File: src/rtl/prefix_adder_pipe.sv
// Pipelined sparse-2 (Han-Carlson) parallel-prefix adder/subtractor.
// The input register holds the raw operands. Pre-computation, the prefix tree and
// post-computation run between the input register and the output register. A
// register rank is placed after every STAGE_LEVELS prefix levels, except after
// the final level. All ranks share one enable, en = out_ready | ~out_valid, so a
// stall freezes the whole pipe. Bubbles travel through it like data.
module prefix_adder_pipe #(
    parameter int WIDTH        = 16,
    parameter int STAGE_LEVELS = 2
) (
    input  logic             clk,
    input  logic             rst,
    input  logic             in_valid,
    output logic             in_ready,
    input  logic [WIDTH-1:0] a,
    input  logic [WIDTH-1:0] b,
    input  logic             cin,
    input  logic             sub,
    output logic             out_valid,
    input  logic             out_ready,
    output logic [WIDTH-1:0] sum,
    output logic             cout,
    output logic             ovf
);
    localparam int L  = $clog2(WIDTH) + 1;        // prefix levels
    localparam int M  = (L - 1) / STAGE_LEVELS;   // intermediate register ranks
    localparam int MR = (M > 0) ? M : 1;          // keep arrays non-empty

    logic en;

    // input register
    logic [WIDTH-1:0] a_q, a_d, b_q, b_d;
    logic             cin_q, cin_d, sub_q, sub_d, vin_q, vin_d;

    // intermediate ranks: group G/P, bitwise p, carry-in and valid
    logic [WIDTH-1:0] rk_g_q [0:MR-1];
    logic [WIDTH-1:0] rk_g_d [0:MR-1];
    logic [WIDTH-1:0] rk_p_q [0:MR-1];
    logic [WIDTH-1:0] rk_p_d [0:MR-1];
    logic [WIDTH-1:0] rk_pr_q[0:MR-1];
    logic [WIDTH-1:0] rk_pr_d[0:MR-1];
    logic             rk_c0_q[0:MR-1];
    logic             rk_c0_d[0:MR-1];
    logic             rk_v_q [0:MR-1];
    logic             rk_v_d [0:MR-1];

    // output register
    logic [WIDTH-1:0] sum_q, sum_d;
    logic             cout_q, cout_d, ovf_q, ovf_d, vout_q, vout_d;

    // pre-computation outputs
    logic [WIDTH-1:0] pre_g, pre_p, pre_pr;
    logic             pre_c0;

    assign en        = out_ready | ~vout_q;
    assign in_ready  = en & ~rst;
    assign out_valid = vout_q;
    assign sum       = sum_q;
    assign cout      = cout_q;
    assign ovf       = ovf_q;

    // Input register: load a new beat (or a bubble) whenever the pipe advances.
    always_comb begin
        a_d   = a_q;
        b_d   = b_q;
        cin_d = cin_q;
        sub_d = sub_q;
        vin_d = vin_q;
        if (en) begin
            a_d   = a;
            b_d   = b;
            cin_d = cin;
            sub_d = sub;
            vin_d = in_valid;
        end
    end

    // Bitwise p/g. Bit -1 (the carry-in) is merged into bit 0 here, so that
    // bit 0 already spans [-1..0] and the sparse tree needs no extra level for it.
    // Bit 0's group propagate is therefore 0. Every cell whose span reaches bit 0
    // gets a constant-0 P, so its P gate drops out and it reduces to a grey cell.
    always_comb begin
        logic [WIDTH-1:0] bx;
        bx        = sub_q ? ~b_q : b_q;
        pre_c0    = sub_q | cin_q;
        pre_pr    = a_q ^ bx;
        pre_g     = a_q & bx;
        pre_p     = pre_pr;
        pre_g[0]  = pre_g[0] | (pre_pr[0] & pre_c0);
        pre_p[0]  = 1'b0;
    end

    // Prefix tree walked level by level. At each rank boundary the running
    // values are captured into that rank, and later levels continue from the
    // registered copy. The last level feeds the output register.
    always_comb begin
        logic [WIDTH-1:0] g, p, gn, pn, pr;
        logic             c0, v;
        int               s, ri;
        s  = 1;
        ri = 0;
        for (int r = 0; r < MR; r++) begin
            rk_g_d[r]  = rk_g_q[r];
            rk_p_d[r]  = rk_p_q[r];
            rk_pr_d[r] = rk_pr_q[r];
            rk_c0_d[r] = rk_c0_q[r];
            rk_v_d[r]  = rk_v_q[r];
        end
        g  = pre_g;
        p  = pre_p;
        pr = pre_pr;
        c0 = pre_c0;
        v  = vin_q;
        for (int lv = 1; lv <= L; lv++) begin
            // level 1 and level L pair with the neighbour below. The middle
            // levels run Kogge-Stone over the odd bits with doubling span.
            s  = ((lv == 1) || (lv == L)) ? 1 : (1 << (lv - 1));
            gn = g;
            pn = p;
            for (int i = 0; i < WIDTH; i++) begin
                if (((lv < L) && ((i % 2) == 1) && (i >= s)) ||
                    ((lv == L) && ((i % 2) == 0) && (i >= 2))) begin
                    gn[i] = g[i] | (p[i] & g[i - s]);
                    pn[i] = p[i] & p[i - s];
                end
            end
            g = gn;
            p = pn;
            if (((lv % STAGE_LEVELS) == 0) && (lv < L)) begin
                ri = lv / STAGE_LEVELS - 1;
                if (en) begin
                    rk_g_d[ri]  = g;
                    rk_p_d[ri]  = p;
                    rk_pr_d[ri] = pr;
                    rk_c0_d[ri] = c0;
                    rk_v_d[ri]  = v;
                end
                g  = rk_g_q[ri];
                p  = rk_p_q[ri];
                pr = rk_pr_q[ri];
                c0 = rk_c0_q[ri];
                v  = rk_v_q[ri];
            end
        end
        // g[i] is now the carry into bit i+1. The carry into bit 0 is c0.
        sum_d  = sum_q;
        cout_d = cout_q;
        ovf_d  = ovf_q;
        vout_d = vout_q;
        if (en) begin
            sum_d  = pr ^ {g[WIDTH-2:0], c0};
            cout_d = g[WIDTH-1];
            ovf_d  = g[WIDTH-1] ^ g[WIDTH-2];
            vout_d = v;
        end
    end

    // All pipeline state; a synchronous reset clears data and valid bits alike.
    always_ff @(posedge clk) begin
        if (rst) begin
            a_q    <= '0;
            b_q    <= '0;
            cin_q  <= 1'b0;
            sub_q  <= 1'b0;
            vin_q  <= 1'b0;
            for (int r = 0; r < MR; r++) begin
                rk_g_q[r]  <= '0;
                rk_p_q[r]  <= '0;
                rk_pr_q[r] <= '0;
                rk_c0_q[r] <= 1'b0;
                rk_v_q[r]  <= 1'b0;
            end
            sum_q  <= '0;
            cout_q <= 1'b0;
            ovf_q  <= 1'b0;
            vout_q <= 1'b0;
        end else begin
            a_q    <= a_d;
            b_q    <= b_d;
            cin_q  <= cin_d;
            sub_q  <= sub_d;
            vin_q  <= vin_d;
            for (int r = 0; r < MR; r++) begin
                rk_g_q[r]  <= rk_g_d[r];
                rk_p_q[r]  <= rk_p_d[r];
                rk_pr_q[r] <= rk_pr_d[r];
                rk_c0_q[r] <= rk_c0_d[r];
                rk_v_q[r]  <= rk_v_d[r];
            end
            sum_q  <= sum_d;
            cout_q <= cout_d;
            ovf_q  <= ovf_d;
            vout_q <= vout_d;
        end
    end
endmodule

File: config.mk
export PLATFORM = sky130hd
export DESIGN_NAME = prefix_adder_pipe
export DESIGN_NICKNAME = d
export VERILOG_FILES = /design/src/rtl/prefix_adder_pipe.sv
export SDC_FILE = /design/constraint.sdc
export NUM_CORES = 1
export LEC_CHECK = 0
export BUFFER_PORTS_ARGS = -buffer_cell sky130_fd_sc_hd__buf_2
export CORE_UTILIZATION = 46
export DETAILED_ROUTE_END_ITERATION = 10
export PLACE_DENSITY_LB_ADDON = 0.08
export RECOVER_POWER = 50
export SETUP_SLACK_MARGIN = 0.02
export SYNTH_ARGS = -nofsm -noshare
export SYNTH_HDL_FRONTEND = slang
export SYNTH_SLANG_ARGS = --single-unit
File: constraint.sdc
create_clock -name clk -period 2.75 [get_ports clk]
set_input_delay 0.825 -clock clk [delete_from_list [all_inputs] [get_ports clk]]
set_output_delay 0.825 -clock clk [all_outputs]
set_load 0.01 [all_outputs]
### After elaboration in Yosys (flattened, before gate mapping)

Memory sizes are Yosys's and may differ from the RTL's.
Cells that the tools add are included.
Widths: inputs -> output; s select.

* register bits: 54
* latch bits: 0
* RAM bits: 100
* bits in read-only memories: 0
* input port bits: 38
* output and inout port bits: 20
* logic and storage cells: 147
* memories kept: 5

* add/sub/neg operators: 0
* $mul: 0
* div/mod/pow operators: 0
* order comparisons: 0
* equality and inequality tests: 0
* shifts and indexed selects: 0
* mux-type cells: 24
* bitwise gates (word level): 109
* reductions and logical operators: 0

Memories
* rk_g_q: depth 2, bits a word 16, read ports 2, clocked after Yosys merged registers in 0, wr ports 2, RTL line 36 `logic [WIDTH-1:0] rk_g_q [0:MR-1];`
* rk_p_q: depth 2, bits a word 16, read ports 2, clocked after Yosys merged registers in 0, wr ports 2, RTL line 38 `logic [WIDTH-1:0] rk_p_q [0:MR-1];`
* rk_pr_q: depth 2, bits a word 16, read ports 2, clocked after Yosys merged registers in 0, wr ports 2, RTL line 40 `logic [WIDTH-1:0] rk_pr_q[0:MR-1];`
* rk_c0_q: depth 2, bits a word 1, read ports 2, clocked after Yosys merged registers in 0, wr ports 2, RTL line 42 `logic rk_c0_q[0:MR-1];`
* rk_v_q: depth 2, bits a word 1, read ports 2, clocked after Yosys merged registers in 0, wr ports 2, RTL line 44 `logic rk_v_q [0:MR-1];`

Operator list (number)
* $mux 16: 13
* $and 1x1->1: 57
* $or 1x1->1: 45
* $xor 16x16->16: 2
* $and 16x16->16: 1
* $not 16->16: 1
* $mux 1: 11
* $not 1->1: 2
* $xor 1x1->1: 1

### Longest topological paths before layout

* depth in word-level cells: 11
* depth in mapped cells: 7
* mapped depth without buffers: 5

### Least setup slack after synthesis

No wires, ideal clock.

* kind: input-to-output
* start point: input out_ready
* end point: output in_ready
* data arrival time: 1.127 ns
* required time: 1.925 ns
* slack: 0.798 ns
* stages: 3
* buffers on the path: 0
* path through: nand2b_1 -> nand2b_1 -> inv_1

* cells in the longest elaborated chain, start to end: 2

RTL lines
* start, declared: RTL line 20 `input logic out_ready,`
* $or 1x1->1: RTL line 55 `assign en = out_ready | ~vout_q;`
* $and 1x1->1: RTL line 56 `assign in_ready = en & ~rst;`
* end, declared: RTL line 14 `output logic in_ready,`

No other way between the ends.

==> metrics <==
Final Core Density=0.556; post-CTS resize count=0; vias in the first global route=3,767; clock sink total=128; CP max-delay cell=clkbuf_4; Power Dens Cells=778 nW/um^2; CP required=3.20 ns; Chip Height=108 um; Ys Warns=0; crit share post-route=0.812; Tmin final=2.23 ns; Post-Route WL=11.5 mm; drt first pass iters=4; H-tree depth=4; Synth Area per Inst=8.16 um^2; hold_buf cts=0; Final Wtd Congestion=0.745; Die Wd=108 um; final setup fails=0; first-pass GRT wire length=18.7 mm; TritonCTS clock tree=done; syn_nets=694; post-DP HPWL=7.30 mm; largest area contributor in the synthesized netlist=dfxtp_1; CP delay by family, top=buffers and inverters; worst-margin pin slew=1.36 ns; critical path type=in2reg; Num CTS Buffers=17; Worst-Skew Late Latency=0.53 ns; RSZ-0062 raised after global routing=no; share of cells above drive strength 1=0.138; Buf/Inv on CP=2; initial antenna violation count=0; antenna cells=0; Final Hold Fails=0; crit path DAT=2.68 ns; CTS clk-pin slew, worst paths=0.06 ns; core area=10,900 um^2; Startpoint Class=input port; Area Growth Syn to Fin=17.3%; I/O pins=58; largest net degree at the start of global routing=129; peak supply drop=0.487 mV; Hold Path Class=reg2reg; commonest non-fill, non-tap cell in the layout=nand2_1; Setup TNS=0 ns; fill cell count=1,051; Slew Limit Fails=0; Worst Setup End Kind=register; DRT antenna net count=0; initial drt markers=256; crit-path cells=clkbuf_1 > nand2b_1 > clkbuf_4 > nand2_1 > a21oi_1; largest cells by area after synthesis=dfxtp_1 (50%), nand2_1 (15%), a21oi_1 (10%), ha_1 (5.6%), xor2_1 (3.1%); # DRC=0; grt total ovfl=0; vias per std cell=5.11; Routed WL per cell=14.0 um; worst clock skew=0.00520 ns; sequential element share of the synthesized area=0.496; most frequent cells in the layout=nand2_1 (202), dfxtp_1 (128), a21oi_1 (107), buf_2 (55), nor2_1 (28); Syn Std Cell Area=5160 um^2; Post CTS Setup Buffer Count=0; synthesized netlist cell count=633; Layout Nets=731; top cell type's share of synthesized area=0.496; status=complete, no violations; Initial Util=0.474; CTS max path bufs=2; CP Max Fanout=128; CTS Root Cell=clkbuf_8; die area=11,700 um^2; fmax=448 MHz; GRT Overall Usage=0.213; via count=4,202; slew margin rel.=0.0948; Max Cap Viol=0; Yosys cell types=29; Largest stage delay, worst path=1.03 ns; leakage=2.70 nW; Synth Register Bits=128; Core Rows=38; Port-buffer cells=57
## report_power, final
part / switching, mW / leakage [nW] / internal, mW
sequential: 0.0723 / 1.05 / 1.97
combinational: 0.219 / 1.35 / 0.166
clock: 0.787 / 0.300 / 1.50
total: 1.08 / 2.70 / 3.63
## state kept, by name (all words and copies together) (netlist names), 2 cells and up
register / flops
rk_p_q: 6
rk_g_q: 32
sum: 16
a_q: 16
rk_v_q: 2
rk_c0_q: 2
b_q: 16
rk_pr_q: 32
## routing by layer
| layer | part of all wire | vias up | global-route usage |
|---|---|---|---|
| li1 | - | 2186 | - |
| met1 | 0.48 | 1922 | 0.278 |
| met2 | 0.46 | 72 | 0.329 |
| met3 | 0.037 | 22 | 0.0555 |
| met4 | 0.021 | 0 | 0.0978 |
| met5 | 0 | - | 0 |
## stage by stage
stage | setup WS [ns] | area [um^2] | total power [mW] | std cells | hold WS, ns
6_report | 0.517 | 6060 | 4.71 | 823 | 0.445
3_5_place_dp | 0.541 | 5480 | 2.47 | 791 | 0.442
2_1_floorplan | 0.798 | 5160 | 2.33 | 633 | 0.432
5_1_grt | 0.289 | 6060 | 4.91 | 823 | 0.463
3_3_place_gp | 0.557 | 5480 | 2.46 | 791 | 0.436
4_1_cts | 0.504 | 6100 | 4.76 | 823 | 0.450
## final timing paths
check             from       endpoint  slack (ns)  depth (start not counted)
max reg2reg  out_valid   rk_g_q[0][3]        0.58                          4
min reg2reg     sum[3]         sum[3]        0.45                          2
min             sum[3]         sum[3]        0.45                          2
max          out_ready  rk_pr_q[0][2]        0.52                          5
## cells in the mapped netlist
cell	number
a211o_1	3
o211a_1	1
and2_1	5
or3_1	6
a221oi_1	1
or2_2	1
nand3b_1	2
dfxtp_1	128
inv_1	1
nand4_1	2
clkbuf_1	13
buf_4	6
buf_2	23
buf_6	1
o21ai_0	8
nor2b_1	1
nand2_1	202
o211ai_1	4
xor2_1	18
nor3_1	12
a21o_1	8
nand2b_1	2
nand3_1	10
a211oi_1	14
xnor2_1	2
buf_1	1
a21oi_1	107
ha_1	23
nor2_1	28
## tightest hold or removal path, cell delays in order (launching register included)
cell	delay, ns
dfxtp_1	0.30
nand2_1	0.05
a21oi_1	0.05
## logic make-up after synthesis
| kind of cell | share of synthesized area |
|---|---|
| flops | 0.496 |
| buf+inv | 0.0441 |
| fa+ha+maj | 0.0557 |
| compound gates | 0.158 |
| xor+xnor | 0.0339 |
| simple gates | 0.212 |
## final cells by class
class | instances | area, um^2 | share of cell area
sequential | 128 | 2560 | 0.423
multi-input combinational | 460 | 2380 | 0.392
clock buffer | 23 | 487 | 0.0804
timing repair buffer | 62 | 324 | 0.0535
tap | 140 | 175 | 0.0289
clock inverter | 9 | 129 | 0.0213
inverter | 1 | 3.75 | 0.000620
Power figures use the tool's default switching activity.
